## config.mk

```make
export PLATFORM = sky130hd
export DESIGN_NAME = fwd_hazard_unit
export DESIGN_NICKNAME = d
export VERILOG_FILES = /design/src/rtl/fwd_pkg.sv /design/src/rtl/fwd_hazard_unit_match.sv /design/src/rtl/fwd_hazard_unit.sv
export SDC_FILE = /design/constraint.sdc
export NUM_CORES = 1
export LEC_CHECK = 0
export ABC_AREA = 0
export CAP_MARGIN = 5
export CELL_PAD_IN_SITES_DETAIL_PLACEMENT = 1
export CELL_PAD_IN_SITES_GLOBAL_PLACEMENT = 2
export CORE_UTILIZATION = 31
export DETAILED_ROUTE_END_ITERATION = 10
export GPL_ROUTABILITY_DRIVEN = 0
export PLACE_DENSITY = 0.74
export RECOVER_POWER = 100
export SLEW_MARGIN = 0
export SYNTH_ARGS = -nofsm -noshare
export SYNTH_HDL_FRONTEND = slang
export SYNTH_HIERARCHICAL = 1
export SYNTH_SLANG_ARGS = --single-unit
export TNS_END_PERCENT = 50
```

## constraint.sdc

```tcl
create_clock -name clk -period 2.9 [get_ports clk]
set_input_delay 0.58 -clock clk [delete_from_list [all_inputs] [get_ports clk]]
set_output_delay 0.58 -clock clk [all_outputs]
set_load 0.01 [all_outputs]
```

## src/rtl/fwd_pkg.sv

```systemverilog
// fwd_pkg: shared constants and types for the forwarding / load-use hazard unit.
//   FWD_SEL_RF            select code meaning "take operand from register file"
//   STG_EXMEM, STG_MEMWB  producer stage indices (0 = youngest)
//   CNT_W, cnt_t          load scoreboard counter width / type
//   sel_t                 forward-select type for the default two-stage build
package fwd_pkg;

  localparam int FWD_SEL_RF = 0;
  localparam int STG_EXMEM  = 0;
  localparam int STG_MEMWB  = 1;
  localparam int CNT_W      = 3;

  typedef logic [CNT_W-1:0] cnt_t;
  typedef logic [1:0]       sel_t;

endpackage

```

## src/rtl/fwd_hazard_unit_match.sv

```systemverilog
// fwd_match: priority compare of one source operand against all producer stages.
//   src     operand register address
//   stg_rd  producer destinations, stage k at slice k
//   stg_we  producer write enables
//   sel     0 = register file, k+1 = stage k (lowest matching k wins)
module fwd_match
  import fwd_pkg::*;
#(
  parameter int REG_AW     = 5,
  parameter int FWD_STAGES = 2,
  parameter int SEL_W      = $clog2(FWD_STAGES + 1)
) (
  input  logic [REG_AW-1:0]            src,
  input  logic [FWD_STAGES*REG_AW-1:0] stg_rd,
  input  logic [FWD_STAGES-1:0]        stg_we,
  output logic [SEL_W-1:0]             sel
);

  // Walk from the oldest stage down so the youngest match overwrites last.
  always_comb begin
    sel = SEL_W'(FWD_SEL_RF);
    for (int k = FWD_STAGES - 1; k >= 0; k--) begin
      if (stg_we[k] && (src != '0) && (stg_rd[k*REG_AW +: REG_AW] == src))
        sel = SEL_W'(k + 1);
    end
  end

endmodule

```

## src/rtl/fwd_hazard_unit.sv

```systemverilog
// fwd_hazard_unit: operand forwarding selects for the ID comparator and EX ALU,
// plus a per-register load scoreboard that raises load-use stalls.
//   clk, rst_n      clock / async active-low reset
//   id_*            ID-stage instruction (sources, load flag, destination)
//   flush           squash the ID instruction this cycle
//   ex_src          EX-stage source addresses
//   stg_rd, stg_we  producer stage destinations / write enables
//   id_fwd_sel      per-operand ID select (0 = RF, k+1 = stage k)
//   ex_fwd_sel      per-operand EX select, same encoding
//   stall           hold PC and IF/ID, bubble into ID/EX
//   busy_any        some load is still in flight
//   stall_cycles    saturating stall counter when FWD_STALL_STATS_EN is
//                   defined, otherwise constant 0
// NUM_REGS is expected to equal 2**REG_AW so every address indexes a counter.
module fwd_hazard_unit
  import fwd_pkg::*;
#(
  parameter int REG_AW     = 5,
  parameter int NUM_REGS   = 32,
  parameter int NUM_SRC    = 2,
  parameter int FWD_STAGES = 2,
  parameter int LOAD_LAT   = 2,
  parameter int SEL_W      = $clog2(FWD_STAGES + 1)
) (
  input  logic                          clk,
  input  logic                          rst_n,
  input  logic                          id_valid,
  input  logic [NUM_SRC*REG_AW-1:0]     id_src,
  input  logic                          id_is_load,
  input  logic [REG_AW-1:0]             id_rd,
  input  logic                          flush,
  input  logic [NUM_SRC*REG_AW-1:0]     ex_src,
  input  logic [FWD_STAGES*REG_AW-1:0]  stg_rd,
  input  logic [FWD_STAGES-1:0]         stg_we,
  output logic [NUM_SRC*SEL_W-1:0]      id_fwd_sel,
  output logic [NUM_SRC*SEL_W-1:0]      ex_fwd_sel,
  output logic                          stall,
  output logic                          busy_any,
  output logic [15:0]                   stall_cycles
);

  // ---------------- forward selects ----------------
  for (genvar i = 0; i < NUM_SRC; i++) begin : g_op
    fwd_match #(.REG_AW(REG_AW), .FWD_STAGES(FWD_STAGES), .SEL_W(SEL_W)) u_id (
      .src   (id_src[i*REG_AW +: REG_AW]),
      .stg_rd(stg_rd),
      .stg_we(stg_we),
      .sel   (id_fwd_sel[i*SEL_W +: SEL_W])
    );
    fwd_match #(.REG_AW(REG_AW), .FWD_STAGES(FWD_STAGES), .SEL_W(SEL_W)) u_ex (
      .src   (ex_src[i*REG_AW +: REG_AW]),
      .stg_rd(stg_rd),
      .stg_we(stg_we),
      .sel   (ex_fwd_sel[i*SEL_W +: SEL_W])
    );
  end

  // ---------------- load scoreboard ----------------
  cnt_t cnt [NUM_REGS];
  logic issue;
  logic src_busy;

  assign issue = id_valid & id_is_load & ~stall & ~flush & (id_rd != '0);

  assign cnt[0] = '0;
  for (genvar r = 1; r < NUM_REGS; r++) begin : g_sb
    // Reload beats the decrement when a new load hits a still-busy register.
    always_ff @(posedge clk or negedge rst_n) begin
      if (!rst_n)
        cnt[r] <= '0;
      else if (issue && (id_rd == REG_AW'(r)))
        cnt[r] <= CNT_W'(LOAD_LAT);
      else if (cnt[r] != '0)
        cnt[r] <= cnt[r] - 1'b1;
    end
  end

  always_comb begin
    src_busy = 1'b0;
    for (int i = 0; i < NUM_SRC; i++) begin
      if ((id_src[i*REG_AW +: REG_AW] != '0) && (cnt[id_src[i*REG_AW +: REG_AW]] != '0))
        src_busy = 1'b1;
    end
  end

  // Flush wins: a squashed consumer never holds the front end.
  assign stall = id_valid & ~flush & src_busy;

  always_comb begin
    busy_any = 1'b0;
    for (int r = 0; r < NUM_REGS; r++)
      busy_any = busy_any | (cnt[r] != '0);
  end

  // ---------------- stall statistic ----------------
`ifdef FWD_STALL_STATS_EN
  logic [15:0] stall_cnt;

  always_ff @(posedge clk or negedge rst_n) begin
    if (!rst_n)
      stall_cnt <= '0;
    else if (stall && (stall_cnt != 16'hFFFF))
      stall_cnt <= stall_cnt + 16'd1;
  end

  assign stall_cycles = stall_cnt;
`else
  assign stall_cycles = '0;
`endif

endmodule
```

==> results of run 1 <==
worst min-delay path, stage by stage, from the launching register on:
cell and delay (ps):
dfrtp_1 370, a21oi_1 70, a21oi_1 100
how the worst max path moves through the flow:
stage | cells after the start | slack [ps] | from | to
4_1_cts | 10 | -190 | id_src[0] | stall
5_1_grt | 6 | -20 | id_src[4] | id_fwd_sel[0]
3_5_place_dp | 9 | -770 | id_src[5] | stall
2_1_floorplan | 8 | 140 | id_src[0] | stall
3_3_place_gp | 8 | -770 | id_src[5] | stall
6_report | 6 | 40 | id_src[4] | id_fwd_sel[0]
where the power goes:
group	internal, mW	total, mW	switching [mW]
clock network	0.623	1.20	0.577
registers	2.05	2.66	0.610
logic	2.39	4.87	2.48
total	5.06	8.73	3.67
cell type report:
class | count | area, um2 | share of cell area [%]
inverter | 96 | 360 | 3.91
tap | 280 | 350 | 3.80
sequential | 93 | 2330 | 25.2
timing repair buffer | 181 | 1540 | 16.7
clock inverter | 6 | 53.8 | 0.583
clock buffer | 10 | 239 | 2.59
multi-input combinational | 573 | 4350 | 47.2
through the flow:
step	setup TNS (ps)	hold WS (ps)	utilization, %	cell area, um2
after global placement	-62040	560	39.1	8620
after floorplan	0	284	-	7070
after global routing	-67.8	621	41.9	9220
final	0	584	41.9	9220
after CTS	-272	204	40.7	8970
after detailed placement	-59850	568	39.1	8620
metal layers:
metal	up-vias	wire length, um	track usage, %	share of wire [%]
met2	107	10300	31.5	48
met3	23	767	2.62	3.6
met4	0	395	6.59	1.9
met5	-	0	0	0
li1	3109	-	-	-
met1	3075	9850	24.8	46
layout by cell type (no fill, tap or decap), types with 23 or more instances in the layout:
cell type	n
a21oi_1	97
xor2_1	47
nor3_1	28
nor2_1	35
xnor2_1	24
dfrtp_1	93
a21o_1	23
ha_1	56
nand2_1	35
clkdlybuf4s50_1	26
buf_4	118
inv_1	95
kinds of logic (layout without fill, tap and decap cells):
| group | Yosys count | after routing | share of synthesized area, % |
|---|---|---|---|
| compound gates | 203 | 203 | 18.7 |
| xor+xnor | 71 | 71 | 8.86 |
| fa+ha+maj | 62 | 62 | 11.1 |
| buf+inv | 140 | 293 | 9.23 |
| flops | 93 | 93 | 33.2 |
| mux | 23 | 23 | 3.99 |
| other cells | 1 | 16 | 0.0534 |
| simple gates | 198 | 198 | 14.9 |
cell usage after synthesis (all sizes together) (2+ instances only):
cell | instances | share of area (%)
o21ai | 20 | 1.4
a2111oi | 8 | 1.5
clkbuf | 9 | 0.48
buf | 35 | 3.6
mux4 | 4 | 1.3
and2 | 5 | 0.45
a31oi | 16 | 1.4
mux2i | 19 | 2.7
and3b | 4 | 0.50
nand2 | 35 | 1.9
nor2 | 38 | 2.0
o22ai | 4 | 0.36
xor2 | 47 | 5.9
nand4b | 2 | 0.25
nand2b | 9 | 0.80
dfrtp | 93 | 33
nand4 | 13 | 1.2
o32ai | 3 | 0.37
nor4 | 19 | 2.0
o311ai | 2 | 0.25
xnor2 | 24 | 3.0
nor4b | 4 | 0.50
o221ai | 2 | 0.25
and3 | 2 | 0.18
a21oi | 98 | 7.0
a211oi | 8 | 1.3
nor2b | 5 | 0.45
o2111ai | 2 | 0.25
nand3 | 16 | 1.2
o41ai | 2 | 0.25
ha | 62 | 11
nor3 | 37 | 2.6
or4 | 4 | 0.43
inv | 96 | 5.1
a31o | 8 | 1.0
or3 | 2 | 0.18
a21o | 23 | 2.5
nor3b | 2 | 0.21
timing repair:
action | 4_1_cts | 5_1_grt
buffers inserted | 1 | 3
cloned | 0 | 2
resized for setup | 41 | 58
hold buffers | 0 | 0
setup endpoints to repair | 103 | 95
pin swaps | 9 | 16
==> results.json, run 1 <==
{
  "fin_nets": 1058,
  "top_register_by_number_of_flip_flops": "cnt",
  "starting_density_of_the_core_pct": 31.9,
  "slew_headroom_pct": -37.8,
  "antenna-diode-count": 0,
  "pin_count_of_the_biggest_net_entering_global_routing": 94,
  "dp_hpwl_mm": 16.2,
  "starting_drt_drc_count": 210,
  "power_per_cell_area_mw_per_mm2": 947,
  "coreArea_mm2": 0.0220,
  "worst_ir_drop_vdd_mv": 0.448,
  "ys_ff_latch": 93,
  "reg2reg_start": "cnt[37]",
  "max_stage_delay_ps": 530,
  "top_fanout_value_on_the_critical_path": 7,
  "critical_path_buffers_and_inverters": 3,
  "fp-row-count": 54,
  "numCtsBuffers": 9,
  "setup_violations": 0,
  "final_critical_path_setup_slack_ps": 40.3,
  "drtAntennaViolNets": 0,
  "synth-main-ff-cell": "dfrtp_1",
  "min_from": "cnt[2]",
  "drive_gt1_share_pct": 22.2,
  "routed_via_count_divided_by_cell_count": 5.10,
  "synth_enable_flop_cells": 0,
  "clock_tree.htree_level_count": 3,
  "io-pin-count": 68,
  "period_share_pct": 98.6,
  "power_mw": 8.73,
  "setup.reg_to_reg.worst_slack_ps": 170,
  "grt_usage_pct": 18.8,
  "critPathLaunchType": "input port",
  "required_ps": 2320,
  "worstRegToRegCells": 8,
  "largest_register_ffs": 93,
  "run_status": "complete, but fails checks",
  "synth-warning-count": 6,
  "violations": "DRC, capacitance limit, slew limit",
  "drt_wl_total_mm": 21.3,
  "cts-root-buf": "clkbuf_16",
  "global_route_wire_length_before_repair_mm": 34.5,
  "hold_end": "cnt[2]",
  "io_buf_count": 51,
  "worst_setup_hold_path_clk_slew_ps": 70,
  "deepest_clock_path_buffer_count": 2,
  "place_inst": 1217,
  "syn_area_per_cell_um2": 8.87,
  "final.setup_skew_ps": 9.76,
  "cp_cell_sequence": "clkdlybuf4s50_1, buf_4, or4_1, nor2_2, and3b_1, dlygate4sd2_1",
  "final_cells": 1239,
  "via_count": 6314,
  "die_x_um": 152,
  "crit_path_end_kind": "output pin",
  "final.fill_count": 2593,
  "first_global_vias": 6577,
  "cts_tree": "yes",
  "routed_wire_length_per_instance_um": 17.2,
  "area_growth_syn_to_layout_pct": 31.4,
  "layout_min_cycle_time_ps": 2860,
  "first_pass_iters": 8,
  "ys_async_sr_fraction_pct": 100,
  "final_hold_vios": 0,
  "r2r_end": "cnt[9]",
  "ys_seq_area_share_pct": 33.2,
  "postSynthCellCount": 791,
  "largestRegisters": "cnt x93",
  "maximum_clock_frequency_mhz": 350,
  "synth_cell_types": 56,
  "die_outline_area_mm2": 0.0232,
  "cts_sinks": 93,
  "clk_latency_ps": 360,
  "die_y_um": 152,
  "grt_setup_unrepaired": "yes",
  "timing.max_cap.violations": 1,
  "antenna_found_initial": 0,
  "path_class": "input port to output pin",
  "holdPathStages": 2,
  "cp_top_family": "buffers and inverters",
  "static_leak_nw": 4.38,
  "dp_slack_ps": -765,
  "cp_slowest_cell": "or4_1",
  "post_route_drc": 12,
  "worst-endpoint-arrival_ps": 2280,
  "worst-slew-pin-transition_ps": 2070,
  "global_route_congestion_overflow_total": 0,
  "timing_max_transition_violations_final": 36,
  "synthesis.area_mm2": 0.00702,
  "timing.hold.worst.class": "register to register"
}
(Power assumes the default switching activity.)
==> run 2: changes to the inputs <==
- SLEW_MARGIN: 0 -> 20
==> results of run 2 <==
No change in the layout: final DEF, timing and power equal those of run 1.
==> run 3: changes to the inputs <==
- SETUP_SLACK_MARGIN: unset -> 0.5
- SLEW_MARGIN: 20 -> unset
==> run 3 against run 2 <==
  * The flow finishes with violations (DRC, setup timing)
  * Sequential power rose by 2%
  * Global-route usage up 2.7 points
  * Worst setup slack lost 55 ps
  * Flip-flop and latch count unchanged
  * Clock power up 6%
  * Clock skew grew 0.58 ps
  * Critical path depth increased by 6
  * Largest cell class unchanged
  * Largest power group unchanged
==> results.json, run 3 (synthesized netlist as in run 1, its figures left out) <==
{
  "drive_gt1_share_pct": 36.2,
  "power_mw": 10.4,
  "routed_via_count_divided_by_cell_count": 5.32,
  "postLayoutCellArea_mm2": 0.0107,
  "top_fanout_value_on_the_critical_path": 6,
  "numCtsBuffers": 9,
  "drtAntennaViolNets": 0,
  "final.setup_skew_ps": 10.3,
  "starting_drt_drc_count": 364,
  "grt_setup_unrepaired": "yes",
  "routed_wire_length_per_instance_um": 20.9,
  "cts-root-buf": "clkbuf_16",
  "final_critical_path_setup_slack_ps": -15.0,
  "post_route_drc": 10,
  "period_share_pct": 101,
  "drt_wl_total_mm": 27.0,
  "maximum_clock_frequency_mhz": 343,
  "die_outline_area_mm2": 0.0232,
  "global_route_congestion_overflow_total": 0,
  "io_buf_count": 51,
  "layout_min_cycle_time_ps": 2910,
  "clock_tree.htree_level_count": 3,
  "met1Wirelength_mm": 11.1,
  "dp_hpwl_mm": 16.4,
  "holdBufCountCts": 0,
  "timing_max_transition_violations_final": 0,
  "critPathLaunchType": "input port",
  "violations": "DRC, setup timing",
  "setup_violations": 1,
  "layout.cells.most_common_list": "buf_4 (125), inv_1 (93), dfrtp_1 (89), ha_1 (55), a21oi_1 (48)",
  "first_pass_iters": 9,
  "timing.hold.worst.class": "input port to asynchronous set/reset pin",
  "worstRegToRegCells": 14,
  "postLayoutCoreUtil_pct": 48.6,
  "io-pin-count": 68,
  "pin_count_of_the_biggest_net_entering_global_routing": 49,
  "antenna_found_initial": 0,
  "fp-row-count": 54,
  "met2_length_mm": 13.7,
  "worst_ir_drop_vdd_mv": 0.434,
  "mostFrequentLayoutCell": "buf_4",
  "largestRegisters": "cnt x93",
  "final_hold_vios": 0,
  "worst-slew-pin-transition_ps": 1290,
  "grt_usage_pct": 21.5,
  "largest_register_ffs": 93,
  "cts_tree": "yes",
  "via_count": 6883,
  "static_leak_nw": 4.83,
  "die_y_um": 152,
  "crit_path_end_kind": "output pin",
  "routed.top_layer": "met4",
  "timing.max_cap.violations": 0,
  "slew_headroom_pct": 14.1,
  "placed_area_mm2": 0.00866,
  "required_ps": 2320,
  "die_x_um": 152,
  "antenna-diode-count": 0,
  "global_route_wire_length_before_repair_mm": 38.7,
  "starting_density_of_the_core_pct": 31.9,
  "area_growth_syn_to_layout_pct": 52.6,
  "worst_setup_hold_path_clk_slew_ps": 70,
  "first_global_vias": 7160,
  "path_class": "input port to output pin",
  "coreArea_mm2": 0.0220,
  "deepest_clock_path_buffer_count": 2,
  "clk_latency_ps": 360,
  "met3_length_mm": 1.24,
  "worst-endpoint-arrival_ps": 2330,
  "top_register_by_number_of_flip_flops": "cnt",
  "run_status": "complete, but fails checks",
  "fin_nets": 1112,
  "power_per_cell_area_mw_per_mm2": 974,
  "cts_sinks": 93
}
==> run 3: cell count changes in the layout (fill, tap and decap cells not counted), sizes merged, moves of 3 or more <==
cell and change:
clkdlybuf4s50 -16, clkbuf +8, buf +66, clkdlybuf4s15 +4, dlymetal6s2s -6, inv -3
==> run 3: final cells by class <==
| cell class | count | area, um2 |
|---|---|---|
| Multi-Input combinational cell | 573 | 5020 |
| Tap cell | 280 | 350 |
| Timing Repair Buffer | 235 | 2340 |
| Sequential cell | 93 | 2330 |
| Clock inverter | 5 | 56.3 |
| Inverter | 96 | 363 |
| Fill cell | 2480 | 11300 |
| Clock buffer | 11 | 253 |
==> run 3: timing repair <==
item	4_1_cts	5_1_grt
cloned	8	8
setup buffers	31	13
gates resized for setup	212	142
pin swaps	39	67
setup endpoints to repair	103	103
==> run 3: routing by layer <==
layer,vias up,track usage (%)
li1,3208,-
met1,3453,26.6
met2,164,37.9
met3,58,3.16
met4,0,7.79
met5,-,0
==> run 3: metrics by stage <==
step                std cells  setup TNS, ps  hold WS (ps)  setup slack [ps]
global route             1293          -93.1           574             -93.1
global placement         1217         -46480           557              -743
detailed placement       1217         -47240           564              -734
CTS                      1272              0           264              28.3
finish                   1293          -15.0           476             -15.0
floorplan                 806              0           284               285
==> run 3: where the power goes <==
part	internal, mW	total (mW)	switching [mW]
registers	2.06	2.72	0.665
logic	3.17	6.45	3.28
clock network	0.717	1.27	0.548
total	5.94	10.4	4.49
==> run 3: worst paths after layout <==
kind	from	slack (ps)	end
min in group clk	cnt[2]	560	cnt[2]
min	rst_n	480	cnt[33]
min reg2reg	cnt[2]	560	cnt[2]
max in group asynchronous	rst_n	430	cnt[23]
max reg2reg	cnt[50]	180	cnt[9]
max	id_src[5]	-10	stall
==> run 3: critical path, stage by stage <==
cell and delay (ps):
buf_12 110, buf_16 130, buf_4 130, buf_4 120, mux2i_1 140, o32ai_1 340, nor4_2 90, buf_4 150
a211oi_4 200, buf_6 160, a21oi_4 50, buf_6 110
==> patch 1, RTL diff (settings of run 1) <==
Add a define of `FWD_STALL_STATS_EN`.
--- a/src/rtl/fwd_hazard_unit.sv
+++ b/src/rtl/fwd_hazard_unit.sv
@@ -13,4 +13,6 @@
 //                   defined, otherwise constant 0
 // NUM_REGS is expected to equal 2**REG_AW so every address indexes a counter.
+`define FWD_STALL_STATS_EN
+
 module fwd_hazard_unit
   import fwd_pkg::*;
Behaviour: not the same (a bounded check fails within 4 cycles, from zero or initial values and one cycle with rst_n low).
==> patch 1 against run 1 <==
The run ends with negative setup slack left; sequential share of layout area increased by 2.0 points; sequential cell count increased by 16; global-route usage increased by 1.1 points; routed wire length increased by 7.4%; non-clock buffer count increased by 54; setup slack got worse by 0.24 ns; synthesized area increased by 3.5%; first-iteration DRC count decreased by 3.8%; total power increased by 10%; design area increased by 8.8%.
==> patch 1: results (changes against run 1) <==
drt wl/cell 16.9 um (was 17.2 um); Seq/Total Area, Yosys 37.6% (was 33.2%); 1st-pass router iterations 4 (was 8); hpwl dp 17,200 um (was 16,200 um); Vias 6,695 (was 6,314); Final Net Count 1,138 (was 1,058); worst setup margin -0.202 ns (was 0.0403 ns); DR iter-0 viols 202 (was 210); top cells by count, synth dfrtp_1, a21oi_1, inv_1 (was a21oi_1, inv_1, dfrtp_1); failing checks negative setup slack (was design-rule violations, max-capacitance violations, max-slew violations); total negative setup slack -4.18 ns (was 0 ns); status finished with violations (unchanged); setup violators final 45 (was 0); layout cells sized above 1 21.5% (was 22.2%); fill count 2,649 (was 2,593); placed instance count 1,316 (was 1,217); GR met3 Demand/Resource 2.42% (was 2.62%); arrival time worst endpoint 2.52 ns (was 2.28 ns); main flop type after synthesis dfrtp_1 (unchanged); Place WS -0.867 ns (was -0.765 ns); Post-Syn Instances 808 (was 791); WL final 22,900 um (was 21,300 um); Post-DP Area 0.00939 mm2 (was 0.00862 mm2); Global Route Usage Sum 19.9% (was 18.8%); HP Class input port to asynchronous set/reset pin (was register to register); synth top area cells dfrtp_1, ha_1, a21oi_1, xor2_1, inv_1 (unchanged); GR Layer Usage met2 35.1% (was 31.5%); Leakage 4.94 nW (was 4.38 nW); largest net degree at the start of global routing 45 (was 94); Netlist cell types 50 (was 56); Critical-path top delay cell or4_4 (was or4_1); crit path max fanout 2 (was 7); first-pass GRT wire length 37,300 um (was 34,500 um); vias in the first global route 7,134 (was 6,577); Rel. slew slack 5.27% (was -37.8%); initial antenna violation count 1 (was 0); most common cell in the netlist dfrtp_1 (was a21oi_1); Peak VDD IR 0.382 mV (was 0.448 mV); met1 Resource Use GR 25.4% (was 24.8%)
patch 1: area by class of cell:
class	count	area, um2	share of cell area, %
inverters	97	364	3.63
clock inverters	5	60.1	0.599
flip-flops and latches	109	2730	27.2
multi-input cells	581	4230	42.1
repair buffers	235	2030	20.2
well taps	313	392	3.90
clock buffers	10	229	2.28
diodes	1	2.50	0.0249
patch 1: power by group through the flow:
stage / sequential [mW] / combinational, mW / clock (mW)
floorplan: 2.81 / 3.13 / 0
global placement: 2.85 / 5.06 / 0
detailed placement: 2.87 / 5.30 / 0
CTS: 2.87 / 5.50 / 1.29
global route: 2.98 / 6.25 / 1.34
finish: 2.88 / 5.46 / 1.26
patch 1: metal layers:
layer / up-vias / wire, um
met5: - / 0
met4: 0 / 452
met2: 100 / 11300
met3: 28 / 675
li1: 3284 / -
met1: 3283 / 10500
patch 1: path summary, 6_finish.rpt:
path	cells past startpoint	to	slack (ns)	from
max	9	stall	-0.20	cnt[1]
min	1	cnt[70]	0.41	rst_n
max reg2reg	15	cnt[45]	-0.12	cnt[1]
min reg2reg	1	stall_cycles[5]	0.50	stall_cycles[5]
max in group asynchronous	2	cnt[6]	0.53	rst_n
min in group clk	1	stall_cycles[5]	0.50	stall_cycles[5]
patch 1: cell families after synthesis:
| logic type | after synthesis | share of synthesized area (%) |
|---|---|---|
| AO/OA/AOI/OAI | 183 | 14.9 |
| buffers and inverters | 118 | 6.41 |
| adder cells (fa/ha/maj) | 63 | 10.9 |
| AND/OR/NAND/NOR | 230 | 16.8 |
| flip-flops | 109 | 37.6 |
| multiplexers | 19 | 3.15 |
| XOR/XNOR | 86 | 10.4 |
patch 1: timing repair:
action                                  4_1_cts  5_1_grt
setup buffers                                14        3
endpoints found under the setup margin       55       67
pin swaps                                    12       13
cloned                                        3        1
gates resized for setup                      66       27
==> patch 2, RTL diff (settings of run 1) <==
Made on the original files. The parameter `NUM_SRC` goes from 2 to 1.
--- a/src/rtl/fwd_hazard_unit.sv
+++ b/src/rtl/fwd_hazard_unit.sv
@@ -18,5 +18,5 @@
   parameter int REG_AW     = 5,
   parameter int NUM_REGS   = 32,
-  parameter int NUM_SRC    = 2,
+  parameter int NUM_SRC    = 1,
   parameter int FWD_STAGES = 2,
   parameter int LOAD_LAT   = 2,
Interface: changed (resized ex_fwd_sel, ex_src, id_fwd_sel and id_src); port bits go from 68 to 54. No check against the original RTL was run, so the function may have changed too.
==> patch 2 against run 1 <==
The flow finishes with violations (negative setup slack); total power decreased by 5.6%; sequential cell count unchanged; setup slack got worse by 0.046 ns; synthesized area decreased by 1.9%; design area decreased by 12%; global-route usage decreased by 0.94 points; routed wire length decreased by 7.2%; largest cell class unchanged; largest power group unchanged.
==> patch 2: results (changes against run 1) <==
arrival time worst endpoint 2.33 ns (was 2.28 ns); HP Class input port to asynchronous set/reset pin (was register to register); Critical-path top delay cell o31a_4 (was or4_1); largest net degree at the start of global routing 91 (was 94); DR iter-0 viols 256 (was 210); Seq/Total Area, Yosys 33.8% (was 33.2%); reg2reg end cnt[86] (was cnt[9]); met1 Resource Use GR 21.2% (was 24.8%); failing checks negative setup slack (was design-rule violations, max-capacitance violations, max-slew violations); FF+latch count 93 (unchanged); PortBufs 37 (was 51); Vias 5,495 (was 6,314); synth top area cells dfrtp_1, ha_1, a31oi_4, a21oi_1, inv_1 (was dfrtp_1, ha_1, a21oi_1, xor2_1, inv_1); Worst path max stage delay 0.37 ns (was 0.53 ns); FF-to-FF path depth 7 (was 8); Multi-In Gates 496 (was 573); hpwl dp 14,700 um (was 16,200 um); ClkCell Share 3.52% (was 3.18%); initial antenna violation count 0 (unchanged); Non-clk invs 95 (was 96); signal buffers share of area 9.46% (was 16.7%); Tot Pwr 8.24 mW (was 8.73 mW); 1st-pass router iterations 4 (was 8); Final Net Count 875 (was 1,058); fill count 2,497 (was 2,593); Critical Path Start id_src[0] (was id_src[4]); multi-input combinational cell area 0.00406 mm2 (was 0.00435 mm2); R2R setup slack 0.27 ns (was 0.17 ns); worst setup margin -0.00538 ns (was 0.0403 ns); Register Area 0.00233 mm2 (unchanged); setup violators final 1 (was 0); first-pass GRT wire length 30,800 um (was 34,500 um); CP Capture Point stall (was id_fwd_sel[0]); GR met3 Demand/Resource 2.17% (was 2.62%); slew of the pin with the lowest slew margin 1.36 ns (was 2.07 ns); drt wl/cell 18.5 um (was 17.2 um); clk_lat worst skew 0.37 ns; RR Startpoint cnt[7] (was cnt[37]); Leakage 3.67 nW (was 4.38 nW); status finished with violations (unchanged); Buffers excl. clock 86 (was 181); main flop type after synthesis dfrtp_1 (unchanged); layout cells sized above 1 16.8% (was 22.2%); Global Route Usage Sum 17.9% (was 18.8%); Layout Skew 0.0142 ns (was 0.00976 ns); internal power 4.65 mW (was 5.06 mW)
==> patch 2: per-layer routing <==
| layer | wire, um | up-vias |
|---|---|---|
| li1 | - | 2629 |
| met4 | 482 | 0 |
| met5 | 0 | - |
| met3 | 426 | 28 |
| met2 | 10300 | 74 |
| met1 | 8560 | 2764 |
==> patch 2: per-stage QoR <==
step | utilization (%) | worst slack, ns | area (um2) | cells | setup TNS, ns
2_1_floorplan | - | 0.334 | 6940 | 735 | 0
3_3_place_gp | 35.1 | -0.524 | 7660 | 1048 | -37.43
3_5_place_dp | 35.1 | -0.596 | 7660 | 1048 | -45.78
4_1_cts | 36.9 | 0.0186 | 8060 | 1065 | 0
5_1_grt | 37.3 | -0.0653 | 8150 | 1066 | -0.193
6_report | 37.3 | -0.00538 | 8150 | 1066 | -0.00538
==> patch 2: how the worst min path moves through the flow <==
stage             from       to  slack, ns  cells past startpoint
5_1_grt          rst_n  cnt[78]       0.54                      1
3_3_place_gp   cnt[49]  cnt[49]       0.52                      2
6_report         rst_n  cnt[78]       0.45                      1
2_1_floorplan    rst_n   cnt[0]       0.28                      0
4_1_cts          rst_n  cnt[78]       0.25                      1
3_5_place_dp   cnt[49]  cnt[49]       0.52                      2
==> patch 2: repair_timing <==
action	4_1_cts	5_1_grt
buffers inserted	0	1
cloned	1	0
resized for setup	37	19
endpoints found under the setup margin	99	9
pin swaps	4	3
==> patch 2: cell families after synthesis <==
family / Yosys count / synth area share [%]
adders and majority gates: 62 / 11.3
buffers and inverters: 146 / 10.6
DFF: 93 / 33.8
muxes: 13 / 1.89
xor gates and xnor gates: 51 / 6.49
other: 1 / 0.0545
AOI/OAI and AO/OA: 199 / 23.9
and+or+nand+nor: 155 / 11.9
